==> config.mk <==
export PLATFORM = sky130hd
export DESIGN_NAME = apb_slv_regbank
export DESIGN_NICKNAME = d
export VERILOG_FILES = /design/src/rtl/apb_slv_regbank.sv
export SDC_FILE = /design/constraint.sdc
export NUM_CORES = 1
export LEC_CHECK = 0
export CAP_MARGIN = 20
export CORE_MARGIN = 2
export CORE_UTILIZATION = 40
export DETAILED_ROUTE_END_ITERATION = 6
export GPL_TIMING_DRIVEN = 0
export SLEW_MARGIN = 20
export SYNTH_ARGS = -nofsm -noshare
export SYNTH_HDL_FRONTEND = slang
export SYNTH_SLANG_ARGS = --single-unit
==> constraint.sdc <==
create_clock -name PCLK -period 2.5 [get_ports PCLK]
set_input_delay 0.5 -clock PCLK [delete_from_list [all_inputs] [get_ports PCLK]]
set_output_delay 0.5 -clock PCLK [all_outputs]
set_load 0.05 [all_outputs]
==> src/rtl/apb_slv_regbank.sv <==
// APB4 slave register bank: DEPTH word registers with byte strobes, programmable
// wait states, PSLVERR on misaligned/out-of-range/read-only-write access.
module apb_slv_regbank #(
    parameter int ADDR_WIDTH  = 8,
    parameter int DATA_WIDTH  = 32,
    parameter int DEPTH       = 16,
    parameter int RO_BASE     = 12,
    parameter int WAIT_STATES = 0
) (
    input  logic                                  PCLK,
    input  logic                                  PRESETn,
    input  logic                                  PSELx,
    input  logic                                  PENABLE,
    input  logic                                  PWRITE,
    input  logic [ADDR_WIDTH-1:0]                 PADDR,
    input  logic [DATA_WIDTH-1:0]                 PWDATA,
    input  logic [DATA_WIDTH/8-1:0]               PSTRB,
    input  logic [(DEPTH-RO_BASE)*DATA_WIDTH-1:0] hw_status,
    output logic [DATA_WIDTH-1:0]                 PRDATA,
    output logic                                  PREADY,
    output logic                                  PSLVERR
);
    localparam int NB  = DATA_WIDTH / 8;
    localparam int LSB = $clog2(NB);
    localparam int NRO = DEPTH - RO_BASE;
    localparam int NRW = (RO_BASE > 0) ? RO_BASE : 1;

    typedef enum logic {IDLE, ACCESS} state_t;

    state_t                  state;
    logic [3:0]              cnt;
    logic [ADDR_WIDTH-1:0]   lat_idx;
    logic                    lat_wr;
    logic                    lat_err;
    logic [DATA_WIDTH-1:0]   regs [NRW];

    logic [ADDR_WIDTH-1:0]   idx;
    logic                    err;
    logic                    setup;
    logic                    done;
    logic                    wr_fire;
    logic [DATA_WIDTH-1:0]   rd_val;

    // Address decode is evaluated only at the setup edge and latched for the access phase.
    assign idx = PADDR >> LSB;
    assign err = ((PADDR & ADDR_WIDTH'(NB - 1)) != '0)
              || ({1'b0, idx} >= (ADDR_WIDTH + 1)'(DEPTH))
              || (PWRITE && ({1'b0, idx} >= (ADDR_WIDTH + 1)'(RO_BASE)));

    always_comb begin
        rd_val = '0;
        for (int i = 0; i < RO_BASE; i++)
            if (idx == ADDR_WIDTH'(i)) rd_val = regs[i];
        for (int i = 0; i < NRO; i++)
            if (idx == ADDR_WIDTH'(RO_BASE + i)) rd_val = hw_status[i*DATA_WIDTH +: DATA_WIDTH];
    end

    // PREADY decodes registered state only, so there is no combinational path from the bus.
    assign PREADY  = (state == ACCESS) && (cnt == 4'd0);
    assign PSLVERR = PREADY && lat_err;
    assign setup   = (state == IDLE) && PSELx && !PENABLE;
    assign done    = PREADY && PSELx && PENABLE;
    assign wr_fire = done && lat_wr && !lat_err;

    always_ff @(posedge PCLK or negedge PRESETn) begin
        if (!PRESETn) begin
            state   <= IDLE;
            cnt     <= '0;
            lat_idx <= '0;
            lat_wr  <= 1'b0;
            lat_err <= 1'b0;
            PRDATA  <= '0;
        end else if (state == IDLE) begin
            if (setup) begin
                state   <= ACCESS;
                cnt     <= 4'(WAIT_STATES);
                lat_idx <= idx;
                lat_wr  <= PWRITE;
                lat_err <= err;
                PRDATA  <= (!PWRITE && !err) ? rd_val : '0;
            end
        end else begin
            // Deselect mid-access abandons the transfer; completion returns to IDLE.
            if (!PSELx || done) begin
                state  <= IDLE;
                cnt    <= '0;
                PRDATA <= '0;
            end else if (cnt != 4'd0) begin
                cnt <= cnt - 4'd1;
            end
        end
    end

    always_ff @(posedge PCLK or negedge PRESETn) begin
        if (!PRESETn) begin
            for (int i = 0; i < NRW; i++) regs[i] <= '0;
        end else if (wr_fire) begin
            for (int i = 0; i < RO_BASE; i++)
                if (lat_idx == ADDR_WIDTH'(i))
                    for (int b = 0; b < NB; b++)
                        if (PSTRB[b]) regs[i][8*b +: 8] <= PWDATA[8*b +: 8];
        end
    end

endmodule
### Word-level counts from Yosys, hierarchy flattened

Index checks and enable logic that the tools add are counted.

* shifts and indexed selects: 0
* $lt $le $gt $ge: 2
* multipliers: 0
* bitwise operators: 1
* reductions and logical operators: 75
* $add $sub $neg: 1
* multiplexer cells: 27
* div/mod/pow operators: 0
* equality and inequality tests: 28

Operators by type and width (number)
* 2-to-1 mux 32 bit: 20
* AND reduction 3 bit: 48
* == test 6 x 4 -> 1 bit, second input constant: 12
* == test 6 x 3 -> 1 bit, second input constant: 8
* == test 6 x 2 -> 1 bit, second input constant: 4
* logical NOT 8 bit: 2
* 2-to-1 mux 4 bit: 4
* == test 6 x 1 -> 1 bit, second input constant: 2
* logical AND 1 bit: 10
* nonzero test 8 bit: 1
* >= comparator 6 x 4 -> 1 bit, second input constant: 1
* >= comparator 6 x 5 -> 1 bit, second input constant: 1
* AND reduction 2 bit: 3
* logical NOT 1 bit: 5
* logical NOT 4 bit: 1
* nonzero test 4 bit: 1
* subtractor 4 x 1 -> 4 bit, second input constant: 1
* logical OR 1 bit: 3
* 2-to-1 mux 1 bit: 3
* inequality test 3 x 1 -> 1 bit, second input constant: 1
* inequality test 2 x 1 -> 1 bit, second input constant: 1
* nonzero test 2 bit: 1
* NOT 1 bit: 1

* latch bits: 0
* output and inout bits: 34
* memory bits (read-only): 0
* memories kept: 0
* word-level logic and storage cells: 188
* input port bits: 177
* bits in registers: 429
* memory bits (writable): 0

### Longest topological paths before layout

Gate-level depths: netlist (run 1).

* depth in word-level cells: 20
* depth in mapped cells: 10
* gate-level depth less buffers: 8

### Worst setup path before layout (run 1)

OpenSTA, ideal clock, no wires.

* path type: register to register
* start point: register cnt[0]
* end point: register regs[208] in the netlist's numbering
* path buffers: 1
* setup time: 0.125 ns
* stages on the path, launching flop included: 10
* slack: -0.196 ns
* data required time: 2.375 ns
* arrival time: 2.572 ns
* clock period less this slack: 2.696 ns
* cells stage by stage: dfrtp_1 inv_1 ha_1 nor3b_2 and2_1 and4_1 nand2_1 buf_6 nor2_4 mux2_2

* word-level cells in the longest chain between the ends: 7

Ends and longest elaborated chain
* from (decl): line 31 `logic [3:0] cnt;`
* from (signal assigned): line 76 `cnt <= 4'(WAIT_STATES);`
* from (signal assigned): line 89 `cnt <= cnt - 4'd1;`
* logical NOT 4 bit: line 59 `assign PREADY = (state == ACCESS) && (cnt == 4'd0);`
* logical AND 1 bit: line 59
* via PREADY: line 20 `output logic PREADY,`
* logical AND 1 bit (2 in a row): line 62 `assign done = PREADY && PSELx && PENABLE;`
* logical AND 1 bit (2 in a row): line 63 `assign wr_fire = done && lat_wr && !lat_err;`
* AND reduction 3 bit (no line)
* to (signal, indexed assignment): line 101 `if (PSTRB[b]) regs[i][8*b +: 8] <= PWDATA[8*b +: 8];`
* to (decl): line 35 `logic [DATA_WIDTH-1:0] regs [NRW];`

The timed path passes the listed nets, and every way through them passes these cells.
A chain may end at the register's enable or synchronous reset.

### Final worst setup path (run 1)

* start point: register cnt[1]
* end point: register regs[13] in the netlist's numbering

* word-level cells in the longest chain between the ends: 7

Ends and longest elaborated chain (line)
* logical NOT 4 bit: 59
* logical AND 1 bit: 59
* logical AND 1 bit (2 in a row): 62
* logical AND 1 bit (2 in a row): 63
* AND reduction 3 bit (no line)

Every way passes these cells.

==> run_results.csv, run 1 <==
group,metric,value,unit
worst_setup_path,slowest_delay,0.41,ns
synth,syn-num-nets,1793,
floorplan,fp.dieW,230,µm
worst_setup_path,startpoint_type,"flop",
layout,multi_input_area,0.0102,mm²
layout,final_layout_size_suffix_gt1_share,38.2,%
power_and_ir_drop,irDropWorstVdd,457,µV
grt,met2_usage,46.4,%
outcome,violations,"negative setup slack",
sta,setup_viol,210,
clock_tree,cts.sinks,429,
grt,grt_pass1_wl,118000,µm
layout,nFillCells,4037,
synth,synth-main-ff-cell,"dfrtp_1",
layout,layout-area-overhead-vs-synth,36.4,%
sta,layout_min_cycle_time,2.56,ns
layout,final_nets,2154,
place,dp_slack,-2.11,ns
floorplan,core-area,0.0502,mm²
sta,slew_viol_final,0,
outcome,status,"complete, but fails checks",
sta,finalCritPeriodShare,102,%
synth,ys_ff_latch,429,
grt,top_usage_layer,"met2",
route,postRouteAntennaNets,0,
sta,fin_hold_ws,0.350,ns
clock_tree,htree_levels,2,
sta,hold_violations,0,
floorplan,rows,82,
synth,syn-cell-area,0.0204,mm²
place,placedInstanceArea,0.0235,mm²
clock_tree,insertion_delay,0.61,ns
power_and_ir_drop,power,15.6,mW
sta,finClkSkew,0.0264,ns
worst_setup_path,path_class,"flop to flop",
grt,grt_max_degree,86,
flow_run,maxCapViolCount,0,
synth,avgSynthCellArea,12.6,µm²
layout,seq_area,0.0107,mm²
clock_tree,tritoncts,"done",
synth,synth_area_leaders,"dfrtp_1 (53%), mux2_2 (21%), a22oi_1 (3.5%)",
place,portBuffers,209,
route,drt_wl_total,84100,µm
power_and_ir_drop,leakage,12.5,nW
synth,yosys.area.top_type,"dfrtp_1",
sta,fin_setup_tns,-3.15,ns
synth,netlist.area_leader.share,52.7,%
synth,yosysSeqAreaShare,52.7,%
worst_setup_path,crit_buf_inv,3,
place,dp_hpwl,54600,µm
synth,synth_cell_types,71,
worst_setup_path,worst_path_max_delay_cell,"dfrtp_1",
route,vias,16613,
layout,layoutNonFillerInstCount,2682,
sta,rsz0062_at_grt,"yes",
worst_setup_path,required,2.98,ns
layout,fin_util,55.4,%
route,viasPerCell,6.19,
place,dp_cells,2502,
clock_tree,numCtsBuffers,48,
grt,antenna_found_initial,4,
route,wl_per_cell,31.4,µm
grt,grt_pass1_vias,16744,
synth,async_flop_share,100,%
grt,use_met3,9.05,%
sta,worst_slew_pin_slew,0.663,ns
floorplan,io_pins,211,
synth,netlist_instances,1615,
worst_hold_path,min_path_type,"input port to asynchronous set/reset pin",
grt,overflow,0,
worst_setup_path,cp.arrival,3.04,ns
synth,ys_warn_count,0,
worst_setup_path,r2r_start,"cnt[1]$_DFFE_PN0P_",
worst_setup_path,crit_chain,"inv_1 -> ha_2 -> nor3b_4 -> and2_4 -> and4_4 -> nand2_8 -> clkbuf_16 -> nor2_4 -> buf_12 -> mux2_2",
grt,gr-usage-all-layers,31.0,%
grt,met1_usage,41.2,%
clock_tree,clk_pin_slew,0.06,ns
floorplan,die_h,230,µm
worst_setup_path,crit_path_end_kind,"flop",
route,dr.pass1.iters,5,
clock_tree,cts-root-buf,"clkbuf_16",
layout,finalInstanceArea,0.0278,mm²
floorplan,die_area,0.0528,mm²
worst_setup_path,cpLargestDelayFamily,"simple AND/OR/NAND/NOR gates",
route,drcViolationCount,0,
sta,max_freq,390,MHz
sta,setup_ws,-0.0610,ns
synth,synth_edf_count,0,
worst_setup_path,crit_path_start,"cnt[1]$_DFFE_PN0P_",
route,drt-initial-drc-count,2005,
clock_tree,clock_tree.buffer_depth,3,
floorplan,start_util,40.6,%
power_and_ir_drop,power_density,563,mW/mm²
place,place_congestion,0.919,
sta,slew_headroom,55.8,%
worst_setup_path,path_max_fanout,8,
[area by class of cell]
cell class                 instances  area share (%)
buffer                           101            2.64
sequential                       429            38.6
multi-input combinational       1073            36.6
timing repair buffer             313            13.1
tap                              672            3.03
antenna                            1         0.00901
clock buffer                      73            5.31
clock inverter                    10           0.549
inverter                          10           0.153
[synthesized netlist by cell type (4+ instances only)]
| master | number |
|---|---|
| o221ai_1 | 21 |
| nand2_1 | 108 |
| nor2b_1 | 8 |
| inv_1 | 9 |
| dfrtp_1 | 429 |
| a221o_1 | 4 |
| o211ai_1 | 6 |
| mux2_2 | 388 |
| o21ai_1 | 4 |
| a22o_1 | 13 |
| o21ai_0 | 55 |
| nor4b_1 | 4 |
| mux2_1 | 17 |
| buf_2 | 27 |
| mux4_2 | 12 |
| nor3_1 | 10 |
| mux2i_1 | 17 |
| nor2_2 | 13 |
| o22ai_1 | 24 |
| nand2b_1 | 5 |
| or3_1 | 5 |
| nand4_1 | 7 |
| a22oi_1 | 95 |
| nor2_4 | 42 |
| nor2_1 | 45 |
| nand3_1 | 21 |
| a221oi_1 | 25 |
| and3_1 | 7 |
| a21oi_1 | 54 |
| clkbuf_1 | 64 |
| a222oi_1 | 7 |
| buf_6 | 6 |
[timing repair]
action / 4_1_cts / 5_1_grt
setup endpoints to repair: 418 / 416
buffers inserted: 83 / 12
pin swaps: 53 / 25
endpoints found under the hold margin: 26 / 0
cloned: 0 / 3
hold buffers: 1 / 0
resized for setup: 155 / 237
[placed cells by master (no fill, tap or decap), types with 9 or more instances in the layout]
cell type        Yosys  final
mux4_2              12     12
o21ai_0             55     54
nand3_1             21     20
clkdlybuf4s50_1      0    202
buf_12               0     48
mux2i_1             17     17
buf_6                6     23
buf_4                3     55
mux2_1              17     12
a22o_1              13     13
nor2_1              45     36
dfrtp_1            429    429
o221ai_1            21     20
clkbuf_4             0     18
nand2_1            108     98
mux2_2             388    222
clkbuf_8             0     18
a221oi_1            25     25
clkbuf_16            0     52
a22oi_1             95     95
clkbuf_1            64     41
a21oi_1             54     49
inv_1                9      9
nor2_4              42     61
mux2_4               0    171
buf_2               27     10
o22ai_1             24     24
[layer usage]
metal | up-vias | wire (µm)
li1 | 6786 | -
met1 | 8584 | 33600
met2 | 995 | 36500
met3 | 248 | 9110
met4 | 0 | 5010
met5 | - | 0
[sequential cells by signal (all words and copies together) (netlist names)]
register / flops
regs: 384
lat_wr: 1
PRDATA: 32
lat_err: 1
lat_idx: 6
state: 1
cnt: 4
[final timing paths]
path	endpoint	depth (start not counted)	slack (ns)
max in group asynchronous	regs[245]$_DFFE_PN0P_	5	0.62
min	regs[203]$_DFFE_PN0P_	2	0.35
max	regs[13]$_DFFE_PN0P_	10	-0.06
min in group PCLK	lat_idx[5]$_DFFE_PN0P_	3	0.49
max reg2reg	regs[13]$_DFFE_PN0P_	10	-0.06
min reg2reg	regs[39]$_DFFE_PN0P_	1	0.49
[cells by family after synthesis]
family | share of synthesized area, %
AO/OA/AOI/OAI | 11.6
buffers and inverters | 2.52
multiplexers | 24.5
flip-flops | 52.7
adder cells (fa/ha/maj) | 0.0614
AND/OR/NAND/NOR | 8.55
XOR/XNOR | 0.0430
[where the power goes]
part / switching [mW] / internal (mW) / total [mW]
clock: 2.93 / 4.45 / 7.38
combinational: 0.748 / 0.473 / 1.22
sequential: 0.0456 / 6.98 / 7.03
total: 3.73 / 11.9 / 15.6
No activity file was read; power rests on OpenSTA's default activity.
==> run 2, diff against run 1 <==
Settings changed: CAP_MARGIN 20 to default, TNS_END_PERCENT from default to 100.
==> results of run 2 <==
The final DEF is identical to that of run 1; final timing and power are the same.
